<file path="src/rtl/conv2d_stream_param.sv">
// Streaming 3x3 valid-only convolution over a raster pixel stream.
// Window -> multiply -> two-level adder tree -> shift/ReLU/saturate, 4 cycles after accept.
module conv2d_stream_param #(
  parameter int IMG_WIDTH  = 32,
  parameter int IMG_HEIGHT = 32,
  parameter int PIXEL_W    = 8,
  parameter int COEF_W     = 8,
  parameter int OUT_W      = 16
) (
  input  logic                          clk,
  input  logic                          rst,
  input  logic                          start,
  input  logic [PIXEL_W-1:0]            pixel_in,
  input  logic                          pixel_valid,
  output logic                          pixel_ready,
  input  logic                          wt_we,
  input  logic [3:0]                    wt_addr,
  input  logic [COEF_W-1:0]             wt_data,
  input  logic [4:0]                    cfg_shift,
  input  logic                          cfg_relu,
  output logic signed [OUT_W-1:0]       result_out,
  output logic                          result_valid,
  output logic [$clog2(IMG_WIDTH)-1:0]  result_x,
  output logic [$clog2(IMG_HEIGHT)-1:0] result_y,
  output logic                          busy,
  output logic                          done
);

  localparam int XW    = $clog2(IMG_WIDTH);
  localparam int YW    = $clog2(IMG_HEIGHT);
  localparam int PW    = PIXEL_W + COEF_W + 1;
  localparam int ACC_W = PIXEL_W + COEF_W + 4;
  localparam int MW    = ((ACC_W > OUT_W) ? ACC_W : OUT_W) + 1;

  localparam logic signed [MW-1:0] SAT_MAX_EXT = {{(MW-OUT_W+1){1'b0}}, {(OUT_W-1){1'b1}}};
  localparam logic signed [MW-1:0] SAT_MIN_EXT = {{(MW-OUT_W+1){1'b1}}, {(OUT_W-1){1'b0}}};
  localparam logic signed [OUT_W-1:0] SAT_MAX = {1'b0, {(OUT_W-1){1'b1}}};
  localparam logic signed [OUT_W-1:0] SAT_MIN = {1'b1, {(OUT_W-1){1'b0}}};

  typedef enum logic [1:0] {S_IDLE, S_RUN, S_FLUSH, S_DONE} state_t;

  state_t r_state;
  state_t w_state_nxt;

  logic [2:0]    r_flush_cnt;
  logic [XW-1:0] r_cnt_x;
  logic [YW-1:0] r_cnt_y;
  logic [4:0]    r_shift;
  logic          r_relu;

  logic w_accept;
  logic w_last_px;
  logic w_start_ok;

  logic signed [COEF_W-1:0] r_wt [9];
  logic [PIXEL_W-1:0]       r_lb0 [IMG_WIDTH];
  logic [PIXEL_W-1:0]       r_lb1 [IMG_WIDTH];
  logic [PIXEL_W-1:0]       r_win [9];

  logic signed [PW-1:0]    w_prod [9];
  logic signed [PW-1:0]    r_prod [9];
  logic signed [ACC_W-1:0] w_psum [3];
  logic signed [ACC_W-1:0] r_psum [3];
  logic signed [ACC_W-1:0] w_acc;
  logic signed [ACC_W-1:0] r_acc;

  logic signed [ACC_W-1:0] w_sh;
  logic signed [ACC_W-1:0] w_rl;
  logic signed [MW-1:0]    w_ext;
  logic signed [OUT_W-1:0] w_sat;

  logic          r_v1, r_v2, r_v3, r_v4;
  logic [XW-1:0] r_x1, r_x2, r_x3, r_x4;
  logic [YW-1:0] r_y1, r_y2, r_y3, r_y4;

  assign w_accept   = (r_state == S_RUN) && pixel_valid;
  assign w_last_px  = w_accept && (r_cnt_x == XW'(IMG_WIDTH - 1)) && (r_cnt_y == YW'(IMG_HEIGHT - 1));
  assign w_start_ok = (r_state == S_IDLE) && start;

  always_ff @(posedge clk or posedge rst) begin
    if (rst) r_state <= S_IDLE;
    else     r_state <= w_state_nxt;
  end

  // FLUSH holds until the output register has fired, so done follows the last result.
  always_comb begin
    w_state_nxt = r_state;
    pixel_ready = 1'b0;
    busy        = 1'b1;
    done        = 1'b0;
    case (r_state)
      S_IDLE: begin
        busy = 1'b0;
        if (start) w_state_nxt = S_RUN;
      end
      S_RUN: begin
        pixel_ready = 1'b1;
        if (w_last_px) w_state_nxt = S_FLUSH;
      end
      S_FLUSH: begin
        if (r_flush_cnt == 3'd4) w_state_nxt = S_DONE;
      end
      S_DONE: begin
        done        = 1'b1;
        w_state_nxt = S_IDLE;
      end
      default: w_state_nxt = S_IDLE;
    endcase
  end

  always_ff @(posedge clk or posedge rst) begin
    if (rst) begin
      r_cnt_x     <= '0;
      r_cnt_y     <= '0;
      r_flush_cnt <= '0;
      r_shift     <= '0;
      r_relu      <= 1'b0;
    end else begin
      if (w_start_ok) begin
        r_cnt_x <= '0;
        r_cnt_y <= '0;
        r_shift <= cfg_shift;
        r_relu  <= cfg_relu;
      end else if (w_accept) begin
        if (r_cnt_x == XW'(IMG_WIDTH - 1)) begin
          r_cnt_x <= '0;
          if (r_cnt_y == YW'(IMG_HEIGHT - 1)) r_cnt_y <= '0;
          else                                r_cnt_y <= r_cnt_y + 1'b1;
        end else begin
          r_cnt_x <= r_cnt_x + 1'b1;
        end
      end
      if (r_state != S_FLUSH) r_flush_cnt <= '0;
      else                    r_flush_cnt <= r_flush_cnt + 1'b1;
    end
  end

  always_ff @(posedge clk or posedge rst) begin
    if (rst) begin
      for (int unsigned k = 0; k < 9; k++) r_wt[k] <= '0;
      r_wt[4] <= COEF_W'(1);
    end else if ((r_state == S_IDLE) && wt_we && (wt_addr <= 4'd8)) begin
      r_wt[wt_addr] <= wt_data;
    end
  end

  // Line buffer 0 holds the oldest row; the new column enters on the right of the window.
  always_ff @(posedge clk) begin
    if (w_accept) begin
      r_lb0[r_cnt_x] <= r_lb1[r_cnt_x];
      r_lb1[r_cnt_x] <= pixel_in;
      r_win[0] <= r_win[1];
      r_win[1] <= r_win[2];
      r_win[2] <= r_lb0[r_cnt_x];
      r_win[3] <= r_win[4];
      r_win[4] <= r_win[5];
      r_win[5] <= r_lb1[r_cnt_x];
      r_win[6] <= r_win[7];
      r_win[7] <= r_win[8];
      r_win[8] <= pixel_in;
    end
  end

  function automatic logic signed [ACC_W-1:0] sext(input logic signed [PW-1:0] v);
    return {{(ACC_W-PW){v[PW-1]}}, v};
  endfunction

  always_comb begin
    for (int unsigned k = 0; k < 9; k++) begin
      w_prod[k] = $signed({{(COEF_W+1){1'b0}}, r_win[k]}) *
                  $signed({{(PIXEL_W+1){r_wt[k][COEF_W-1]}}, r_wt[k]});
    end
    for (int unsigned r = 0; r < 3; r++) begin
      w_psum[r] = sext(r_prod[3*r]) + sext(r_prod[3*r+1]) + sext(r_prod[3*r+2]);
    end
    w_acc = r_psum[0] + r_psum[1] + r_psum[2];
  end

  always_ff @(posedge clk) begin
    for (int unsigned k = 0; k < 9; k++) r_prod[k] <= w_prod[k];
    for (int unsigned r = 0; r < 3; r++) r_psum[r] <= w_psum[r];
    r_acc <= w_acc;
  end

  always_comb begin
    w_sh  = r_acc >>> r_shift;
    w_rl  = (r_relu && w_sh[ACC_W-1]) ? '0 : w_sh;
    w_ext = {{(MW-ACC_W){w_rl[ACC_W-1]}}, w_rl};
    if (w_ext > SAT_MAX_EXT)      w_sat = SAT_MAX;
    else if (w_ext < SAT_MIN_EXT) w_sat = SAT_MIN;
    else                          w_sat = w_ext[OUT_W-1:0];
  end

  always_ff @(posedge clk or posedge rst) begin
    if (rst) begin
      r_v1 <= 1'b0; r_v2 <= 1'b0; r_v3 <= 1'b0; r_v4 <= 1'b0;
      r_x1 <= '0; r_x2 <= '0; r_x3 <= '0; r_x4 <= '0;
      r_y1 <= '0; r_y2 <= '0; r_y3 <= '0; r_y4 <= '0;
      result_valid <= 1'b0;
      result_out   <= '0;
      result_x     <= '0;
      result_y     <= '0;
    end else begin
      r_v1 <= w_accept && (r_cnt_x >= XW'(2)) && (r_cnt_y >= YW'(2));
      r_x1 <= r_cnt_x - XW'(2);
      r_y1 <= r_cnt_y - YW'(2);
      r_v2 <= r_v1; r_x2 <= r_x1; r_y2 <= r_y1;
      r_v3 <= r_v2; r_x3 <= r_x2; r_y3 <= r_y2;
      r_v4 <= r_v3; r_x4 <= r_x3; r_y4 <= r_y3;
      result_valid <= r_v4;
      if (r_v4) begin
        result_out <= w_sat;
        result_x   <= r_x4;
        result_y   <= r_y4;
      end
    end
  end

endmodule

</file>
<file path="config.mk">
export PLATFORM = sky130hd
export DESIGN_NAME = conv2d_stream_param
export DESIGN_NICKNAME = d
export VERILOG_FILES = /design/src/rtl/conv2d_stream_param.sv
export SDC_FILE = /design/constraint.sdc
export NUM_CORES = 2
export LEC_CHECK = 0
export BUFFER_PORTS_ARGS = -buffer_cell sky130_fd_sc_hd__buf_2
export CAP_MARGIN = 20
export CORE_UTILIZATION = 35
export CTS_CLUSTER_SIZE = 24
export DETAILED_ROUTE_END_ITERATION = 10
export PLACE_DENSITY = 0.54
export SLEW_MARGIN = 10
export SYNTH_ARGS = -nofsm -noshare
export SYNTH_HDL_FRONTEND = slang
export SYNTH_SLANG_ARGS = --single-unit
</file>
<file path="constraint.sdc">
create_clock -name clk -period 5.58 [get_ports clk]
set_input_delay 1.395 -clock clk [delete_from_list [all_inputs] [get_ports clk]]
set_output_delay 1.395 -clock clk [all_outputs]
set_load 0.01 [all_outputs]
</file>
==> results.yml <==
outcome:
  outcome: "completed"
finish:
  syn2layout_area_growth_pct: 12.0
  final_cell_area_sq_um: 64000
  layout_commonest_cell: "edfxtp_1"
  final_cell_mix: "584 x edfxtp_1, 569 x inv_1, 475 x ha_1, 407 x fa_1, 380 x and2_1"
  nets: 5521
  drive_gt1_frac: 0.114
placed_design:
  gp_congestion: 0.829
  port_buffers: 60
  pre_cts_slack_ps: 602
  placed_area_sq_um: 60500
  dp_hpwl_mm: 97.1
yosys:
  synth-seq-cells: 978
  synth-seq-area-share: 0.459
  synth_ff_type: "edfxtp_1"
  async_flop_share: 0.168
  ys_warn_count: 0
  yosysUniqueCellTypes: 68
  synth-edff-count: 584
  syn_area_sq_um: 57100
  synthCells: 4446
  synthesis.nets: 5359
  syn_area_per_cell_sq_um: 12.8
worst_setup_path:
  critical_path_class: "flip-flop to flip-flop"
  r2r_cells: 16
  cp_max_fo: 9
  worstPathArrival_ps: 5480
  worstSetupEndpointType: "flip-flop"
  crit_chain: "nand2_1 > fa_1 > fa_1 > inv_1 > fa_1 > inv_1 > fa_1 > inv_1 > ha_1 > o21a_1 > o31a_1 > o211ai_1 > a21oi_1 > a2111oi_1 > a21oi_1 > xnor2_1"
  cp_num_cells: 16
  path_delay_family: "adder cells"
  cp-start-kind: "flip-flop"
  cpPeakStageDelay_ps: 590
  path_common_cell: "fa_1"
  crit_path_top_delay_cell: "edfxtp_1"
  crit_buf_inv: 3
  cp.required_ps: 6110
  rrSetupSlack_ps: 640
global_routing:
  grt_usage: 0.169
  grt_max_degree: 97
  antenna_found_initial: 14
  overflow: 0
  grt_pass1_wl_mm: 213
  grt_pass1_vias: 35300
timing:
  finalSetupTns_ps: 0
  final.min_clock_period_ps: 4940
  worstMarginPinSlew_ps: 1130
  setup_viol: 0
  maxSlewViolCount: 0
  fin_skew_ps: 80.2
  rsz0062_at_grt: "no"
  slew_headroom: 0.245
  max_freq_ghz: 0.202
  finalHoldViolCount: 0
  setup_slack_ps: 637
  min_period_over_period: 0.886
worst_hold_path:
  min_path_cells: 0
  hold_path_class: "flip-flop to flip-flop"
floorplan:
  fp-row-count: 147
  die_x_microns: 406
  io_pins: 61
  start_util: 0.354
  core_area_sq_um: 161000
  fp.dieH_microns: 406
  die_area_sq_um: 165000
route:
  drtIter0Drc: 2285
  firstDrtPassIters: 5
  wl_per_cell_microns: 19.8
  routed_wirelength_mm: 136
  ant_nets: 0
  drc_errors: 0
  vias_per_cell: 4.89
  vias: 33600
clock_network:
  cts_buffers: 101
  cts_tree: "yes"
  clk_latency_ps: 730
  cts_setup_buffers: 0
  cts.sink_count: 978
  cts_buffer_depth: 3
  cts-root-buf: "clkbuf_16"
  cts_hold_buf: 0
  clkTransAtPathRegs_ps: 70
  htreeDepth: 3
  cts_resized: 0
flow_run:
  cap_viol_max_count: 0
==> worst reg2reg max path, cell delays in order (launching register included) <==
cell and delay (ps):
edfxtp_1 590, nand2_1 140, fa_1 520, fa_1 540, inv_1 50, fa_1 470, inv_1 50, fa_1 470
inv_1 40, ha_1 330, o21a_1 210, o31a_1 120, o211ai_1 240, a21oi_1 110, a2111oi_1 550, a21oi_1 150
xnor2_1 160
==> registers in the layout (all words and copies together), names as in the netlist, 2 cells and up <==
signal and flops:
r_y3 5, r_wt 72, r_psum 57, result_x 5, r_shift 5, r_state 2, r_x3 5, r_y4 5
r_x4 5, r_acc 20, r_cnt_x 5, result_out 16, r_flush_cnt 3, r_x1 5, r_y1 5, r_lb1 256
r_x2 5, r_y2 5, r_win 72, r_lb0 256, result_y 5, r_cnt_y 5, r_prod 153
==> layer usage <==
| metal | track usage | part of all wire | up-vias |
|---|---|---|---|
| met3 | 0.0230 | 0.046 | 162 |
| met5 | 0 | 0.000059 | - |
| met4 | 0.0424 | 0.021 | 2 |
| met1 | 0.238 | 0.47 | 17100 |
| met2 | 0.276 | 0.47 | 643 |
| li1 | - | - | 15700 |
==> stage by stage <==
step	hold WS (ps)	utilization	cells
global placement	333	0.375	6665
detailed placement	335	0.375	6665
floorplan	331	-	4446
finish	345	0.397	6862
global route	355	0.397	6856
CTS	347	0.397	6855
==> Yosys cell counts, drive strengths merged, types with 39 or more instances <==
library cell	count	area (sq um)
nand3	39	195
edfxtp	584	17500
mux4	139	3130
a21oi	152	761
and2	381	2390
dfxtp	230	4600
o21a	40	300
fa	407	8150
ha	475	5940
clkbuf	39	146
nand2b	50	313
inv	570	2140
xnor2	130	1140
o21ai	83	419
dfrtp	163	4080
a22oi	64	480
nor2	192	721
nand2	242	908
mux2	85	957
==> path summary, 6_finish.rpt <==
check	from	end
worst max-delay path	r_win[0][21]	r_prod[0][50]
worst min register to register	r_x1[3]	r_x2[3]
worst min-delay path	r_x1[3]	r_x2[3]
max in group asynchronous	rst	r_x2[1]
min in group asynchronous	rst	r_wt[15]
worst max register to register	r_win[0][21]	r_prod[0][50]
==> cells by family (layout without fill, tap and decap cells) <==
family          Yosys count  count (layout)  share of synthesized area
simple gates           1055            1055                     0.0957
flops                   978             978                      0.459
fa+ha+maj               882             882                      0.247
buf+inv                 642             891                     0.0427
compound gates          487             487                     0.0559
mux                     249             249                     0.0760
xor+xnor                153             153                     0.0235
other cells               0               7                          0
==> final cells by class <==
| cell class | instances | area [sq um] |
|---|---|---|
| tap | 2160 | 2700 |
| fill | 15300 | 97300 |
| clock inverter | 53 | 672 |
| antenna | 7 | 17.5 |
| multi-input combinational | 2826 | 28500 |
| clock buffer | 137 | 2860 |
| timing repair buffer | 128 | 886 |
| sequential | 978 | 26300 |
| inverter | 573 | 2160 |
Power is not shown: default switching activity piles up to over one toggle a cycle in this logic, so the estimate is an artifact.
